File: config.mk
export PLATFORM = sky130hd
export DESIGN_NAME = rho_rotate_stage
export DESIGN_NICKNAME = d
export VERILOG_FILES = /design/src/rtl/rho_rotate_stage_pkg.sv /design/src/rtl/rho_rotate_stage_controller.sv /design/src/rtl/rho_rotate_stage.sv
export SDC_FILE = /design/constraint.sdc
export NUM_CORES = 2
export LEC_CHECK = 0
export CORE_MARGIN = 2
export CORE_UTILIZATION = 35
export CTS_CLUSTER_SIZE = 28
export DETAILED_ROUTE_END_ITERATION = 6
export PLACE_DENSITY = 0.53
export REMOVE_ABC_BUFFERS = 1
export SETUP_SLACK_MARGIN = 0.15
export SLEW_MARGIN = 0
export SYNTH_ARGS = -nofsm -noshare
export SYNTH_HDL_FRONTEND = slang
export SYNTH_SLANG_ARGS = --single-unit
File: constraint.sdc
create_clock -name clk -period 6.6 [get_ports clk]
set_input_delay 0.66 -clock clk [delete_from_list [all_inputs] [get_ports clk]]
set_output_delay 0.66 -clock clk [all_outputs]
set_load 0.005 [all_outputs]
File: src/rtl/rho_rotate_stage_pkg.sv
// Shared constants for the Keccak rho stage: FSM encoding,
// lane geometry and the per-lane rotation offsets.
package rho_rotate_stage_pkg;

    localparam int LANE_LEN = 64;
    localparam int SLICE_W  = 25;
    localparam int CNT_W    = 6;

    localparam logic [2:0] ST_IDLE   = 3'd0;
    localparam logic [2:0] ST_LOAD   = 3'd1;
    localparam logic [2:0] ST_ROTATE = 3'd2;
    localparam logic [2:0] ST_INFORM = 3'd3;
    localparam logic [2:0] ST_OUTPUT = 3'd4;

    localparam logic [CNT_W-1:0] SLICE_LAST = 6'd63;
    // Largest offset is 62, so the rotate phase runs rotCnt 0..61.
    localparam logic [CNT_W-1:0] ROT_LAST   = 6'd61;

    // Indexed by lane i = 5*y + x.
    localparam logic [CNT_W-1:0] RHO_OFFSET [SLICE_W] = '{
        6'd0,  6'd1,  6'd62, 6'd28, 6'd27,
        6'd36, 6'd44, 6'd6,  6'd55, 6'd20,
        6'd3,  6'd10, 6'd43, 6'd25, 6'd39,
        6'd41, 6'd45, 6'd15, 6'd21, 6'd8,
        6'd18, 6'd2,  6'd61, 6'd56, 6'd14
    };

endpackage

File: src/rtl/rho_rotate_stage_controller.sv
// Sequencing FSM for the rho stage: load, rotate, inform,
// stream out; counters live in the datapath.
module rho_rotate_stage_controller
    import rho_rotate_stage_pkg::*;
(
    input  logic clk,
    input  logic rst,
    input  logic inReady,
    input  logic sliceLast,
    input  logic rotLast,
    output logic ldEn,
    output logic rotEn,
    output logic outEn,
    output logic cntClr,
    output logic ready,
    output logic outReady
);

    logic [2:0] state;
    logic [2:0] stateNext;

    always_ff @(posedge clk or posedge rst) begin
        if (rst) begin
            state <= ST_IDLE;
        end else begin
            state <= stateNext;
        end
    end

    always_comb begin
        stateNext = state;
        cntClr    = 1'b0;
        unique case (state)
            ST_IDLE: begin
                if (inReady) begin
                    stateNext = ST_LOAD;
                    cntClr    = 1'b1;
                end
            end
            ST_LOAD: begin
                if (sliceLast) begin
                    stateNext = ST_ROTATE;
                    cntClr    = 1'b1;
                end
            end
            ST_ROTATE: begin
                if (rotLast) begin
                    stateNext = ST_INFORM;
                end
            end
            ST_INFORM: begin
                stateNext = ST_OUTPUT;
                cntClr    = 1'b1;
            end
            ST_OUTPUT: begin
                if (sliceLast) begin
                    stateNext = ST_IDLE;
                end
            end
            default: begin
                stateNext = ST_IDLE;
            end
        endcase
    end

    assign ready    = (state == ST_IDLE);
    assign ldEn     = (state == ST_LOAD);
    assign rotEn    = (state == ST_ROTATE);
    assign outReady = (state == ST_INFORM);
    assign outEn    = (state == ST_OUTPUT);

endmodule

File: src/rtl/rho_rotate_stage.sv
// Keccak rho step: capture 64 slices, rotate every lane by its
// fixed offset one bit per cycle, then stream slices back out.
module rho_rotate_stage
    import rho_rotate_stage_pkg::*;
(
    input  logic               clk,
    input  logic               rst,
    input  logic               inReady,
    input  logic [SLICE_W-1:0] sliceIn,
    output logic               ready,
    output logic               outReady,
    output logic [SLICE_W-1:0] sliceOut
);

    logic [CNT_W-1:0]    sliceCnt;
    logic [CNT_W-1:0]    rotCnt;
    logic                ldEn;
    logic                rotEn;
    logic                outEn;
    logic                cntClr;
    logic                sliceLast;
    logic                rotLast;
    logic [LANE_LEN-1:0] lane [SLICE_W];

    assign sliceLast = (sliceCnt == SLICE_LAST);
    assign rotLast   = (rotCnt == ROT_LAST);

    rho_rotate_stage_controller u_ctrl (
        .clk      (clk),
        .rst      (rst),
        .inReady  (inReady),
        .sliceLast(sliceLast),
        .rotLast  (rotLast),
        .ldEn     (ldEn),
        .rotEn    (rotEn),
        .outEn    (outEn),
        .cntClr   (cntClr),
        .ready    (ready),
        .outReady (outReady)
    );

    always_ff @(posedge clk or posedge rst) begin
        if (rst) begin
            sliceCnt <= '0;
            rotCnt   <= '0;
        end else if (cntClr) begin
            sliceCnt <= '0;
            rotCnt   <= '0;
        end else begin
            if (ldEn || outEn) begin
                sliceCnt <= sliceCnt + 1'b1;
            end
            if (rotEn) begin
                rotCnt <= rotCnt + 1'b1;
            end
        end
    end

    // A lane stops shifting once rotCnt reaches its offset.
    always_ff @(posedge clk) begin
        for (int i = 0; i < SLICE_W; i++) begin
            if (ldEn) begin
                lane[i][sliceCnt] <= sliceIn[i];
            end else if (rotEn && (rotCnt < RHO_OFFSET[i])) begin
                lane[i] <= {lane[i][LANE_LEN-2:0], lane[i][LANE_LEN-1]};
            end
        end
    end

    always_comb begin
        sliceOut = '0;
        if (outEn) begin
            for (int i = 0; i < SLICE_W; i++) begin
                sliceOut[i] = lane[i][sliceCnt];
            end
        end
    end

endmodule
==> results.sh <==
export IMPL_wirelength_routed_um=303000
export IMPL_synth_top_cells_by_area="sky130_fd_sc_hd__edfxtp_1 (59%), sky130_fd_sc_hd__a21o_1 (12%), sky130_fd_sc_hd__mux4_2 (11%), sky130_fd_sc_hd__nand2_1 (9.3%), sky130_fd_sc_hd__clkbuf_1 (2.8%)"
export IMPL_design_die_area_um2=237000
export IMPL_yosys_cell_count_top_type="sky130_fd_sc_hd__nand2_1"
export IMPL_leakage_nw=45.3
export IMPL_crit_path_max_fanout=25
export IMPL_postSynth_topFlopCell="sky130_fd_sc_hd__edfxtp_1"
export IMPL_globalRouteOverflowTotal=0
export IMPL_vertical_die_dimension_um=487
export IMPL_design_core_area_um2=232000
export IMPL_clock_transition_at_the_register_clock_pins_on_the_worst_setup_and_hold_paths_after_cts_ps=60
export IMPL_edff_count_synth=1600
export IMPL_cts_resized=0
export IMPL_cpMostUsedCell="sky130_fd_sc_hd__nor2_1"
export IMPL_postSynthCellCount=6713
export IMPL_post_cts_setup_buffers=0
export IMPL_yosysSeqAreaShare_pct=59.3
export IMPL_rr_worst_depth=6
export IMPL_post_layout_nonfiller_instances=9531
export IMPL_series_of_cell_instances_along_the_critical_path="nor4bb_4 -> buf_4 -> a22oi_1 -> nand4_1 -> nor2_1 -> nor2_1 -> clkdlybuf4s50_1"
export IMPL_startpoint_type="flop"
export IMPL_tritoncts="done"
export IMPL_grt_pass1_wl_um=424000
export IMPL_final_period_utilization_pct=83.4
export IMPL_ys_warnings=0
export IMPL_cellPowerDensity_nw_per_um2=343
export IMPL_synth_top_area_share_pct=58.8
export IMPL_worstPathArrival_ps=4840
export IMPL_initial_antenna_violation_count=20
export IMPL_crit_type="reg -> out"
export IMPL_relSlewSlack_pct=14.2
export IMPL_synth_seq_cells=1615
export IMPL_synth_largest_area_cell="sky130_fd_sc_hd__edfxtp_1"
export IMPL_worst_path_largest_cell_delay_ps=1140
export IMPL_io_pins=55
export IMPL_number_of_sinks_driven_by_the_clock_tree=1615
export IMPL_cts_hold_fix_buffers=0
export IMPL_first_iter_violations=8430
export IMPL_rsz0062_at_grt="no"
export IMPL_clock_skew_final_ps=34.7
export IMPL_ant_nets=0
export IMPL_worst_slew_pin_transition_ps=1280
export IMPL_largest_net_degree_at_the_start_of_global_routing=134
export IMPL_globalRouteTotalUtil_pct=25.1
export IMPL_synth_distinct_cells=61
export IMPL_cp_slowest_cell="sky130_fd_sc_hd__nor4bb_4"
export IMPL_drc=0
export IMPL_placed_cells_incl_taps=9211
export IMPL_die_width_um=487
export IMPL_syn_avg_cell_area_um2=12.2
export IMPL_clockRootBuffer="sky130_fd_sc_hd__clkbuf_16"
export IMPL_status="finished clean"
export IMPL_final_hold_worst_slack_ps=425
export IMPL_worst_endpoint_required_ps=5940
export IMPL_setup_violations_final=0
export IMPL_post_drt_via_cell_ratio=6.02
export IMPL_dp_hpwl_um=173000
export IMPL_final_net_count=6380
export IMPL_timing_final_max_slew_violations=0
export IMPL_floorplan_initialDensity_pct=35.2
export IMPL_hold_class="in -> async"
export IMPL_finish_instance_area_um2=90400
export IMPL_ffs_w_async_s_r_synth_pct=0.929
export IMPL_netlist_top_cells_count="sky130_fd_sc_hd__nand2_1 (2017), sky130_fd_sc_hd__edfxtp_1 (1600), sky130_fd_sc_hd__a21o_1 (1346)"
export IMPL_rows=177
export IMPL_final_setup_tns_ps=0
export IMPL_syn_area_um2=81700
export IMPL_drt_pre_antenna_iters=6
export IMPL_worst_setup_ep_type="primary output"
export IMPL_fmax_ghz=0.182
export IMPL_layout_min_cycle_time_ps=5500
export IMPL_route_detailed_wl_per_inst_um=31.8
export IMPL_hold_viol=0
export IMPL_vdd_ir_drop_worst_uv=585
export IMPL_syn2layout_area_growth_pct=10.7
export IMPL_worstSkewPairLatency_ps=850
export IMPL_drive_gt1_share_pct=15.2
export IMPL_place_congestion=0.844
export IMPL_ctsHtreeMaxLevel=4
export IMPL_place_area_um2=85000
export IMPL_buffer_ports_inserted=54
export IMPL_first_global_vias=55300
export IMPL_cts_made_buffers=178
export IMPL_cap_viol_max_count=0
export IMPL_vias=57400
export IMPL_maximum_number_of_buffers_from_clock_root_to_sink=3
through the flow:
| stage | util (%) | power [mW] | setup WS, ps |
|---|---|---|---|
| after floorplan | - | 18.1 | -11290 |
| after global placement | 36.6 | 21.4 | 2040 |
| after detailed placement | 36.6 | 21.4 | 2010 |
| after CTS | 38.9 | 31.0 | 1090 |
| after global routing | 38.9 | 31.9 | 1030 |
| final | 38.9 | 31.0 | 1100 |
state kept, by name, summed over array words and instances (netlist names):
register and flops:
rotCnt 6, lane 1600, sliceCnt 6, u_ctrl.state 3
cell type report:
class / instances / area (um2)
antenna: 5 / 12.5
multi-input combinational: 4244 / 30500
sequential: 1615 / 48400
timing repair buffer: 239 / 2000
clock buffer: 215 / 4680
fill: 22000 / 142000
clock inverter: 100 / 737
tap: 3043 / 3810
inverter: 70 / 263
cells in the final DEF, fill, tap and decap left out, types with 50 or more instances in the layout:
master                               n
sky130_fd_sc_hd__a21o_1           1345
sky130_fd_sc_hd__a22oi_1           191
sky130_fd_sc_hd__buf_4             179
sky130_fd_sc_hd__clkbuf_16         182
sky130_fd_sc_hd__clkdlybuf4s50_1    53
sky130_fd_sc_hd__clkinv_1           50
sky130_fd_sc_hd__edfxtp_1         1600
sky130_fd_sc_hd__inv_1              70
sky130_fd_sc_hd__mux4_2            396
sky130_fd_sc_hd__nand2_1          1936
sky130_fd_sc_hd__nand2_2            78
sky130_fd_sc_hd__nand4_1            50
sky130_fd_sc_hd__nor2_1             71
cells by family after synthesis:
family          Yosys count  synth area share, %
compound gates         1585                 14.5
xor+xnor                 10                0.107
fa+ha+maj                 4               0.0612
buf+inv                 854                 4.19
flops                  1615                 59.3
mux                     405                 11.0
simple gates           2240                 10.9
worst paths after layout:
check	slack, ps	startpoint	end
max	1100	sliceCnt[4]	sliceOut[4]
min	430	rst	sliceCnt[2]
max reg2reg	2440	u_ctrl.state[2]	lane[1][345]
min reg2reg	520	lane[0][733]	lane[0][734]
max in group asynchronous	5630	rst	sliceCnt[0]
min in group clk	520	lane[0][733]	lane[0][734]
where the power goes:
group / total, mW / switching, mW / leakage, nW / internal [mW]
Clock: 9.67 / 4.34 / 2.64 / 5.33
Combinational: 8.75 / 5.32 / 28.0 / 3.43
Sequential: 12.6 / 0.539 / 14.6 / 12.0
Total: 31.0 / 10.2 / 45.3 / 20.8
worst max-delay path, delay by kind of cell, from the launching register on:
kind | cells | cell delay [ps]
AND/OR/NAND/NOR | 4 | 1690
buffers and inverters | 2 | 1100
flip-flops | 1 | 980
AO/OA/AOI/OAI | 1 | 190
per-layer routing:
layer	track usage (%)	routed length, um	vias up
met4	9.84	13000	6
met2	39.4	141000	2993
li1	-	-	23600
met5	0	46	-
met3	5.50	29700	574
met1	33.8	119000	30200
Power figures use the tool's default switching activity.
